==> src/rtl/max7219_rx_pkg.sv <==
// +----------------------------------------------------------------------+
// | max7219_rx_pkg                                                       |
// | Shared frame size, register address map and FSM encoding.            |
// | Revision: 1.0                                                        |
// +----------------------------------------------------------------------+
`default_nettype none

package max7219_rx_pkg;

  localparam int FRAME_SIZE = 16;

  localparam logic [3:0] ADDR_NOOP      = 4'h0;
  localparam logic [3:0] ADDR_DIGIT0    = 4'h1;
  localparam logic [3:0] ADDR_DIGIT1    = 4'h2;
  localparam logic [3:0] ADDR_DIGIT2    = 4'h3;
  localparam logic [3:0] ADDR_DIGIT3    = 4'h4;
  localparam logic [3:0] ADDR_DIGIT4    = 4'h5;
  localparam logic [3:0] ADDR_DIGIT5    = 4'h6;
  localparam logic [3:0] ADDR_DIGIT6    = 4'h7;
  localparam logic [3:0] ADDR_DIGIT7    = 4'h8;
  localparam logic [3:0] ADDR_DECODE    = 4'h9;
  localparam logic [3:0] ADDR_INTENSITY = 4'hA;
  localparam logic [3:0] ADDR_SCANLIM   = 4'hB;
  localparam logic [3:0] ADDR_SHUTDOWN  = 4'hC;
  localparam logic [3:0] ADDR_TEST      = 4'hF;

  typedef enum logic [1:0] {
    ST_IDLE   = 2'd0,
    ST_RECV   = 2'd1,
    ST_COMMIT = 2'd2
  } state_t;

endpackage

`default_nettype wire

==> src/rtl/max7219_rx_sync_edge.sv <==
// +----------------------------------------------------------------------+
// | sync_edge                                                            |
// | Multi-flop synchronizer with rise/fall detection on the last stage.  |
// | Revision: 1.0                                                        |
// +----------------------------------------------------------------------+
`default_nettype none

module sync_edge #(
  parameter int   STAGES  = 2,
  parameter logic RST_VAL = 1'b0
) (
  input  logic clk,
  input  logic rst_n,
  input  logic i_async,
  output logic o_level,
  output logic o_rise,
  output logic o_fall
);

  // STAGES must be at least 2 for metastability settling.
  logic [STAGES-1:0] r_sync;
  logic              r_dly;

  always_ff @(posedge clk) begin
    if (!rst_n) begin
      r_sync <= {STAGES{RST_VAL}};
      r_dly  <= RST_VAL;
    end else begin
      r_sync <= {r_sync[STAGES-2:0], i_async};
      r_dly  <= r_sync[STAGES-1];
    end
  end

  assign o_level = r_sync[STAGES-1];
  assign o_rise  = r_sync[STAGES-1] & ~r_dly;
  assign o_fall  = ~r_sync[STAGES-1] & r_dly;

endmodule

`default_nettype wire

==> src/rtl/max7219_rx.sv <==
// +----------------------------------------------------------------------+
// | max7219_rx                                                           |
// | SPI slave receiving MAX7219-style frames into a register file.       |
// | Revision: 1.0                                                        |
// +----------------------------------------------------------------------+
`default_nettype none

module max7219_rx #(
  parameter int FRAME_SIZE  = max7219_rx_pkg::FRAME_SIZE,
  parameter int SYNC_STAGES = 2
) (
  input  logic       clk,
  input  logic       rst_n,
  input  logic       i_sclk,
  input  logic       i_cs_n,
  input  logic       i_din,
  output logic       o_frame_valid,
  output logic [3:0] o_frame_addr,
  output logic [7:0] o_frame_data,
  output logic       o_frame_err,
  input  logic [2:0] i_row_sel,
  output logic [7:0] o_row_data,
  output logic [7:0] o_decode_mode,
  output logic [3:0] o_intensity,
  output logic [2:0] o_scan_limit,
  output logic       o_shutdown_n,
  output logic       o_disp_test
);

  import max7219_rx_pkg::*;

  localparam logic [4:0] C_CNT_FULL = 5'(FRAME_SIZE);
  localparam logic [4:0] C_CNT_SAT  = 5'(FRAME_SIZE + 1);

  logic w_sclk_lvl, w_sclk_rise, w_sclk_fall;
  logic w_cs_lvl, w_cs_rise, w_cs_fall;
  logic w_din, w_din_rise, w_din_fall;

  sync_edge #(.STAGES(SYNC_STAGES), .RST_VAL(1'b0)) u_sync_sclk (
    .clk(clk), .rst_n(rst_n), .i_async(i_sclk),
    .o_level(w_sclk_lvl), .o_rise(w_sclk_rise), .o_fall(w_sclk_fall)
  );

  sync_edge #(.STAGES(SYNC_STAGES), .RST_VAL(1'b1)) u_sync_cs (
    .clk(clk), .rst_n(rst_n), .i_async(i_cs_n),
    .o_level(w_cs_lvl), .o_rise(w_cs_rise), .o_fall(w_cs_fall)
  );

  sync_edge #(.STAGES(SYNC_STAGES), .RST_VAL(1'b0)) u_sync_din (
    .clk(clk), .rst_n(rst_n), .i_async(i_din),
    .o_level(w_din), .o_rise(w_din_rise), .o_fall(w_din_fall)
  );

  state_t                r_state;
  logic [FRAME_SIZE-1:0] r_shift;
  logic [4:0]            r_cnt;
  logic                  r_frame_valid;
  logic                  r_frame_err;
  logic [3:0]            r_frame_addr;
  logic [7:0]            r_frame_data;
  logic [7:0]            r_digit [8];
  logic [7:0]            r_decode;
  logic [3:0]            r_intensity;
  logic [2:0]            r_scan_limit;
  logic                  r_shutdown_n;
  logic                  r_disp_test;

  logic [3:0] w_addr;
  logic [7:0] w_data;
  logic       w_unused;

  assign w_addr   = r_shift[11:8];
  assign w_data   = r_shift[7:0];
  assign w_unused = ^{w_sclk_lvl, w_sclk_fall, w_cs_lvl, w_din_rise, w_din_fall,
                      r_shift[FRAME_SIZE-1:12]};

  always_ff @(posedge clk) begin
    if (!rst_n) begin
      r_state       <= ST_IDLE;
      r_shift       <= '0;
      r_cnt         <= '0;
      r_frame_valid <= 1'b0;
      r_frame_err   <= 1'b0;
      r_frame_addr  <= '0;
      r_frame_data  <= '0;
      for (int i = 0; i < 8; i++) r_digit[i] <= '0;
      r_decode      <= '0;
      r_intensity   <= '0;
      r_scan_limit  <= '0;
      r_shutdown_n  <= 1'b0;
      r_disp_test   <= 1'b0;
    end else begin
      r_frame_valid <= 1'b0;
      r_frame_err   <= 1'b0;
      case (r_state)
        ST_IDLE: begin
          if (w_cs_fall) begin
            r_shift <= '0;
            r_cnt   <= '0;
            r_state <= ST_RECV;
          end
        end
        ST_RECV: begin
          // A deselect wins over a coincident sclk edge.
          if (w_cs_rise) begin
            r_state <= ST_COMMIT;
          end else if (w_sclk_rise) begin
            r_shift <= {r_shift[FRAME_SIZE-2:0], w_din};
            if (r_cnt != C_CNT_SAT) r_cnt <= r_cnt + 5'd1;
          end
        end
        ST_COMMIT: begin
          r_state <= ST_IDLE;
          if (r_cnt == C_CNT_FULL) begin
            r_frame_valid <= 1'b1;
            r_frame_addr  <= w_addr;
            r_frame_data  <= w_data;
            case (w_addr)
              ADDR_DIGIT0, ADDR_DIGIT1, ADDR_DIGIT2, ADDR_DIGIT3,
              ADDR_DIGIT4, ADDR_DIGIT5, ADDR_DIGIT6, ADDR_DIGIT7:
                r_digit[3'(w_addr - ADDR_DIGIT0)] <= w_data;
              ADDR_DECODE:    r_decode     <= w_data;
              ADDR_INTENSITY: r_intensity  <= w_data[3:0];
              ADDR_SCANLIM:   r_scan_limit <= w_data[2:0];
              ADDR_SHUTDOWN:  r_shutdown_n <= w_data[0];
              ADDR_TEST:      r_disp_test  <= w_data[0];
              ADDR_NOOP:      ;
              default:        ;
            endcase
          end else begin
            r_frame_err <= 1'b1;
          end
        end
        default: r_state <= ST_IDLE;
      endcase
    end
  end

  assign o_frame_valid = r_frame_valid;
  assign o_frame_err   = r_frame_err;
  assign o_frame_addr  = r_frame_addr;
  assign o_frame_data  = r_frame_data;
  assign o_row_data    = r_digit[i_row_sel];
  assign o_decode_mode = r_decode;
  assign o_intensity   = r_intensity;
  assign o_scan_limit  = r_scan_limit;
  assign o_shutdown_n  = r_shutdown_n;
  assign o_disp_test   = r_disp_test;

endmodule

`default_nettype wire

==> config.mk <==
export PLATFORM = sky130hd
export DESIGN_NAME = max7219_rx
export DESIGN_NICKNAME = d
export VERILOG_FILES = /design/src/rtl/max7219_rx_pkg.sv /design/src/rtl/max7219_rx_sync_edge.sv /design/src/rtl/max7219_rx.sv
export SDC_FILE = /design/constraint.sdc
export NUM_CORES = 1
export LEC_CHECK = 0
export CAP_MARGIN = 25
export CORE_AREA = 2 2 87 151
export DETAILED_ROUTE_END_ITERATION = 8
export DIE_AREA = 0 0 89 153
export GPL_ROUTABILITY_DRIVEN = 0
export PLACE_DENSITY = 0.73
export SLEW_MARGIN = 20
export SYNTH_ARGS = -nofsm -noshare
export SYNTH_HDL_FRONTEND = slang
export SYNTH_HIERARCHICAL = 1
export SYNTH_SLANG_ARGS = --single-unit
==> constraint.sdc <==
create_clock -name clk -period 6.75 [get_ports clk]
set_input_delay 2.025 -clock clk [delete_from_list [all_inputs] [get_ports clk]]
set_output_delay 2.025 -clock clk [all_outputs]
set_load 0.02 [all_outputs]
* Word-level counts from Yosys, hierarchy flattened *
Memory sizes are Yosys's and may differ from the RTL's.
Index checks and enable logic that the tools add are counted.

cells by class
  reductions and logical operators = 14
  muxes and demuxes = 23
  $lt $le $gt $ge = 0
  bitwise gates (word level) = 6
  equality and inequality tests = 22
  $mul = 0
  div/mod/pow operators = 0
  shifts and indexed selects = 0
  add/subtract/negate cells = 2

operators with widths
  kind                                                    count
  2-to-1 mux 12 bit                                       3
  equality test 4 bit (second input constant)             6
  one-hot mux 12 bit (2 select lines)                     1
  2-to-1 mux 5 bit                                        4
  equality test 4 x 3 -> 1 bit (second input constant)    4
  OR reduction 8 bit                                      2
  AND reduction 3 bit                                     5
  one-hot mux 5 bit (2 select lines)                      1
  2-to-1 mux 1 bit                                        9
  equality test 4 x 2 -> 1 bit (second input constant)    2
  2-to-1 mux 8 bit                                        1
  inequality test 2 x 1 -> 1 bit (second input constant)  3
  AND reduction 2 bit                                     3
  adder 5 x 1 -> 5 bit (second input constant)            1
  equality test 5 bit (second input constant)             1
  inequality test 5 bit (second input constant)           1
  AND reduction 5 bit                                     1
  equality test 4 x 1 -> 1 bit (second input constant)    1
  2-to-1 mux 2 bit                                        2
  inequality test 2 bit (second input constant)           2
  one-hot mux 2 bit (2 select lines)                      1
  AND reduction 4 bit                                     1
  bitwise AND 1 bit                                       3
  2-to-1 mux 3 bit                                        1
  other kinds (6)                                         8

word-level totals
  bits in read-only memories = 0
  memories kept = 1
  flip-flop bits (word level) = 58
  latch bits = 0
  output and inout port bits = 39
  input bits = 8
  bits in writable memories = 64

memories
  memory   words  width  rd ports  clocked after Yosys merged registers in  write ports  line              text
  r_digit  8      8      1         0                                        8            max7219_rx.sv:61  logic [7:0] r_digit [8];

* Depth between registers and ports, before layout *
Gate-level depths: netlist of the first run.

  word-level depth = 9
  gate-level depth with buffers = 8

* Cells and area by module *
The synthesis of the first run kept the hierarchy.

by module, submodules not included
  module      cells each  instances  area each (um2)  seq. area each (um2)
  max7219_rx  413         1          5038.6           2922.8
  sync_edge   8           3          91.3             60.1

* Worst setup path before layout of the first run *
Ideal clock, no wire load.

  path kind = input port to output port
  start = in i_row_sel[0]
  end = out o_row_data[0]
  stages = 4
  arrival time = 3390 ps
  slack = 1335 ps
  path buffers = 2
  cells stage by stage = buf_2 > buf_2 > mux4_2 > mux2_2

on the way
  cells in the longest elaborated chain, start to end = 1

ends and longest elaborated chain
  element             line              text
  start, declared     max7219_rx.sv:21  input logic [2:0] i_row_sel,
  memory (8 x 8 bit)  n/a
  end, declared       max7219_rx.sv:22  output logic [7:0] o_row_data,

No other way between the ends.

* Worst setup path in the final report of the first run *
  start = in i_row_sel[1]
  end = out o_row_data[4]

Same word-level chain as after synthesis.

==> results.py, run 1 <==
metrics = {
    "status": {
        "status": "finished, final reports clean",
    },
    "floorplanning": {
        "initial_core_util": 0.424,
        "core-area_mm2": 0.0124,
        "die-area_mm2": 0.0136,
        "die_x_um": 89,
        "die_y_um": 153,
        "io_pins": 47,
        "num_rows": 54,
    },
    "timing": {
        "setup_violations": 0,
        "setup_slack_ps": 543,
        "timing.final.crit_share": 0.919,
        "hold_ws_ps": 404,
        "maxSlewViolCount": 0,
        "hold_viol_final": 0,
        "setup_tns_ps": 0,
        "fmax_mhz": 161,
        "fin_skew_ps": 8.45,
        "fin_crit_ps": 6210,
        "max_slew.worst_pin.slew_ps": 1020,
        "rsz0062_at_grt": "no",
        "relSlewSlack": 0.319,
    },
    "synth": {
        "syn_nets": 447,
        "yosys_warnings": 6,
        "postSynthAreaPerCell_um2": 12.2,
        "synth_area_mm2": 0.00527,
        "synth_cells": 432,
    },
    "worst_setup_path": {
        "path_cells": "clkdlybuf4s50_1 -> mux4_2 -> mux2_2 -> clkdlybuf4s50_1",
        "cp_num_buf_inv": 2,
        "reg2reg_depth": 6,
        "cp.required_ps": 4720,
        "crit_path_end_kind": "output port",
        "worstSetupPathType": "input port to output port",
        "max_stage_delay_ps": 910,
        "critPathLaunchType": "input port",
        "critical_path.most_common_cell": "clkdlybuf4s50_1",
        "slowest_stage": "clkdlybuf4s50_1",
        "crit_fanout": 16,
        "cp_num_cells": 4,
        "crit_family": "buffers and inverters",
        "arrival_ps": 4180,
    },
    "power": {
        "p_per_area_mw_per_mm2": 276,
        "leakage_nw": 2.20,
        "ir_worst_vdd_mv": 0.219,
    },
    "global_route": {
        "grt_use_met3": 0.0481,
        "grt_usage": 0.190,
        "busiest_layer": "met2",
        "grt_max_degree": 37,
        "grt_use_met1": 0.211,
        "first_global_vias": 3565,
        "antenna_found_initial": 0,
        "grt_first_pass_wirelength_um": 19300,
        "grt_overflow": 0,
        "use_met2": 0.335,
    },
    "cts": {
        "post_cts_buffers": 0,
        "cts_tree": "done",
        "clk_pin_slew_ps": 50,
        "clock-sinks": 122,
        "htree_levels": 4,
        "ctsResizeCount": 0,
        "hold_buffers": 0,
        "root_buffer": "clkbuf_16",
        "cts_made_buffers": 17,
        "cts.path.max_buffers": 2,
        "clkLatencyLatePin_ps": 410,
    },
    "detailed_routing": {
        "dr.pass1.iters": 6,
        "wl_per_cell_um": 18.2,
        "finalWirelength_um": 11900,
        "via_count": 3481,
        "antenna_left": 0,
        "first_iter_violations": 202,
        "route.detailed.drc": 0,
        "vias_per_cell": 5.35,
    },
    "layout": {
        "drive_gt1_frac": 0.176,
        "diodes": 0,
        "utilization": 0.515,
        "nNetsFinal": 485,
        "syn_to_final_growth_pct": 21.6,
    },
    "worst_hold_path": {
        "hold_depth": 1,
        "min_path_type": "flip-flop to flip-flop",
    },
    "place": {
        "dpl.hpwl_um": 8420,
        "port_buffers": 46,
        "dp_slack_ps": 537,
    },
    "job": {
        "cap_violations": 0,
    },
}
[report_power, final]
group          leakage, nW  internal (mW)  total, mW  switching, mW
clock                0.292          0.592      0.897          0.305
sequential            1.13          0.795      0.803        0.00740
combinational        0.779         0.0323     0.0681         0.0358
total                 2.20           1.42       1.77          0.348
[sequential cells by signal, summed over array words and instances, names as in the netlist, 3 cells and up]
signal and flops:
o_decode_mode 8, o_frame_addr 4, o_frame_data 8, o_intensity 4
o_scan_limit 3, r_cnt 5, r_digit 64, r_shift 12
[path summary, 6_finish.rpt]
check	end	slack (ps)	startpoint
min reg2reg	u_sync_cs/r_sync[1]	400	u_sync_cs/r_sync[0]
min	u_sync_cs/r_sync[1]	400	u_sync_cs/r_sync[0]
max reg2reg	r_digit[0][6]	3430	r_cnt[1]
max	o_row_data[4]	540	i_row_sel[1]
[metrics by stage]
stage / power [mW] / cell area (um2) / std cells
2_1_floorplan: 0.860 / 5270 / 432
3_3_place_gp: 0.883 / 5800 / 617
3_5_place_dp: 0.887 / 5810 / 619
4_1_cts: 1.78 / 6400 / 651
5_1_grt: 1.81 / 6400 / 651
6_report: 1.77 / 6400 / 651
[cell type report]
class | instances | area (um2)
fill | 1105 | 6030
sequential | 122 | 3080
multi-input combinational | 270 | 1980
timing repair buffer | 54 | 515
clock buffer | 25 | 507
tap | 168 | 210
clock inverter | 7 | 87.6
inverter | 5 | 18.8
[per-layer routing]
metal,vias up,wire (um),part of all wire
met5,-,0,0
met4,0,296,0.025
met3,20,465,0.039
met2,87,6610,0.56
met1,1716,4480,0.38
li1,1658,-,-
[layout by cell type (no fill, tap or decap), drive strengths merged, types with 4 or more instances in the layout]
master         instances
a21oi                 17
clkinv                 4
mux2i                 17
nor3                  62
buf                    8
clkdlybuf4s50         46
a22oi                 12
nand2b                 5
and2                   6
mux4                  16
nand3                  4
dfxtp                 58
nor2b                  4
clkbuf                25
edfxtp                64
nor2                  20
o21ai                  7
mux2                   8
ha                     7
inv                    5
nand2                 60
Power figures use the tool's default switching activity.
==> inputs of run 2 (changes only) <==
- SLEW_MARGIN: 20 -> unset
==> run 2 against run 1 <==
Worst hold slack got worse by 1.1 ps. First-iteration DRC count decreased by 22%. Final area increased by 0.66%. Non-clock buffer count increased by 4. Sequential power about the same. Clock-buffer cell count increased by 2. Register-to-register slack got worse by 20 ps. Global-route usage decreased by 0.15 points. Routed wire length decreased by 1.5%.
==> results.py, run 2 (synthesis gave the netlist of run 1 again) <==
metrics = {
    "floorplanning": {
        "io_pins": 47,
        "die-area_mm2": 0.0136,
        "core-area_mm2": 0.0124,
        "num_rows": 54,
        "initial_core_util": 0.424,
        "die_y_um": 153,
        "die_x_um": 89,
    },
    "power": {
        "leakage_nw": 2.22,
        "ir_worst_vdd_mv": 0.269,
        "p_per_area_mw_per_mm2": 277,
    },
    "detailed_routing": {
        "finalWirelength_um": 11700,
        "antenna_left": 0,
        "via_count": 3456,
        "vias_per_cell": 5.28,
        "wl_per_cell_um": 17.8,
        "dr.pass1.iters": 4,
        "first_iter_violations": 158,
        "route.detailed.drc": 0,
    },
    "timing": {
        "fin_crit_ps": 6170,
        "hold_viol_final": 0,
        "maxSlewViolCount": 0,
        "relSlewSlack": 0.349,
        "setup_violations": 0,
        "fmax_mhz": 162,
        "max_slew.worst_pin.slew_ps": 972,
        "timing.final.crit_share": 0.915,
        "rsz0062_at_grt": "no",
        "fin_skew_ps": 9.36,
        "hold_ws_ps": 403,
        "setup_tns_ps": 0,
    },
    "worst_setup_path": {
        "ff2ff_setup_slack_ps": 3410,
        "arrival_ps": 4150,
        "critPathLaunchType": "input port",
        "crit_start": "i_row_sel[0]",
        "crit_fanout": 16,
        "worstSetupPathType": "input port to output port",
        "cp.required_ps": 4720,
        "reg2reg_depth": 7,
        "cp-endpoint": "o_row_data[4]",
        "r2r_end": "r_digit[4][1]",
        "r2r-start": "r_cnt[1]",
        "crit_path_end_kind": "output port",
    },
    "place": {
        "port_buffers": 46,
        "dp.cells": 621,
        "dpl.hpwl_um": 8430,
        "place_area_mm2": 0.00582,
    },
    "layout": {
        "drive_gt1_frac": 0.183,
        "fill_cells": 1081,
        "nNetsFinal": 489,
        "mostFrequentLayoutCell": "edfxtp_1",
        "top_register": "r_digit",
        "fin_cells": 655,
        "layout_common_cells": "edfxtp_1 (64), nand2_1 (60), dfxtp_1 (58), clkdlybuf4s50_1 (46), nor3_1 (43)",
        "fin_area_mm2": 0.00645,
        "diodes": 0,
        "reg_top3": "r_digit (64), r_shift (12)",
        "syn_to_final_growth_pct": 22.4,
        "largest_reg_flops": 64,
    },
    "cts": {
        "hold_buffers": 0,
        "cts_tree": "done",
        "root_buffer": "clkbuf_16",
        "htree_levels": 4,
        "cts.path.max_buffers": 2,
        "ctsResizeCount": 0,
        "clk_pin_slew_ps": 50,
        "cts_made_buffers": 17,
        "post_cts_buffers": 0,
        "clkLatencyLatePin_ps": 410,
        "clock-sinks": 122,
    },
    "worst_hold_path": {
        "hold_depth": 1,
        "min_path_type": "flip-flop to flip-flop",
    },
    "global_route": {
        "first_global_vias": 3525,
        "grt_usage": 0.189,
        "grt_first_pass_wirelength_um": 19100,
        "antenna_found_initial": 0,
        "grt_overflow": 0,
        "grt_max_degree": 37,
    },
    "job": {
        "cap_violations": 0,
    },
    "status": {
        "status": "finished, final reports clean",
    },
}
## run 2: changes by cell type in the layout (fill, tap and decap cells not counted)
cell / before / now
clkbuf_8: 3 / 5
o21ai_1: 5 / 1
buf_2: 2 / 5
clkinvlp_4: 1 / 2
clkinv_2: 4 / 1
buf_4: 6 / 7
o21ai_0: 2 / 6
## run 2: layout make-up
type / count / area [um2] / area share
flip-flops and latches: 122 / 3080 / 0.478
multi-input cells: 270 / 1980 / 0.308
repair buffers: 58 / 538 / 0.0834
clock buffers: 27 / 534 / 0.0829
well taps: 168 / 210 / 0.0326
clock inverters: 5 / 80.1 / 0.0124
inverters: 5 / 18.8 / 0.00291
## run 2: how the worst min path moves through the flow
| stage | start | end | slack (ps) |
|---|---|---|---|
| floorplan | u_sync_cs/r_sync[0] | u_sync_cs/r_sync[1] | 390 |
| global placement | u_sync_cs/r_sync[0] | u_sync_cs/r_sync[1] | 390 |
| detailed placement | u_sync_cs/r_sync[0] | u_sync_cs/r_sync[1] | 390 |
| CTS | u_sync_cs/r_sync[0] | u_sync_cs/r_sync[1] | 400 |
| global route | u_sync_cs/r_sync[0] | u_sync_cs/r_sync[1] | 420 |
| finish | u_sync_cs/r_sync[0] | u_sync_cs/r_sync[1] | 400 |
## run 2: metal layers
metal / share of wire / GRT usage / vias to the layer above
met1: 0.37 / 0.208 / 1700
met5: 0 / 0 / -
met2: 0.57 / 0.334 / 73
met3: 0.029 / 0.0502 / 17
met4: 0.023 / 0.0782 / 0
li1: - / - / 1666
## run 2: worst max-delay path: stages
cell             delay, ps
clkdlybuf4s50_1        460
buf_4                  290
mux4_2                 540
mux2_2                 280
clkdlybuf4s50_1        550
## run 2: report_power, final
part           internal, mW  switching, mW  total [mW]
combinational        0.0332         0.0357      0.0689
clock                 0.614          0.301       0.915
sequential            0.795        0.00763       0.803
total                  1.44          0.344        1.79
## run 2: stage by stage
step | power, mW | utilization | worst slack (ps)
after floorplan | 0.860 | - | 1340
after global placement | 0.883 | 0.467 | 561
after detailed placement | 0.888 | 0.468 | 551
after CTS | 1.80 | 0.518 | 549
after global routing | 1.84 | 0.519 | 465
final | 1.79 | 0.519 | 576
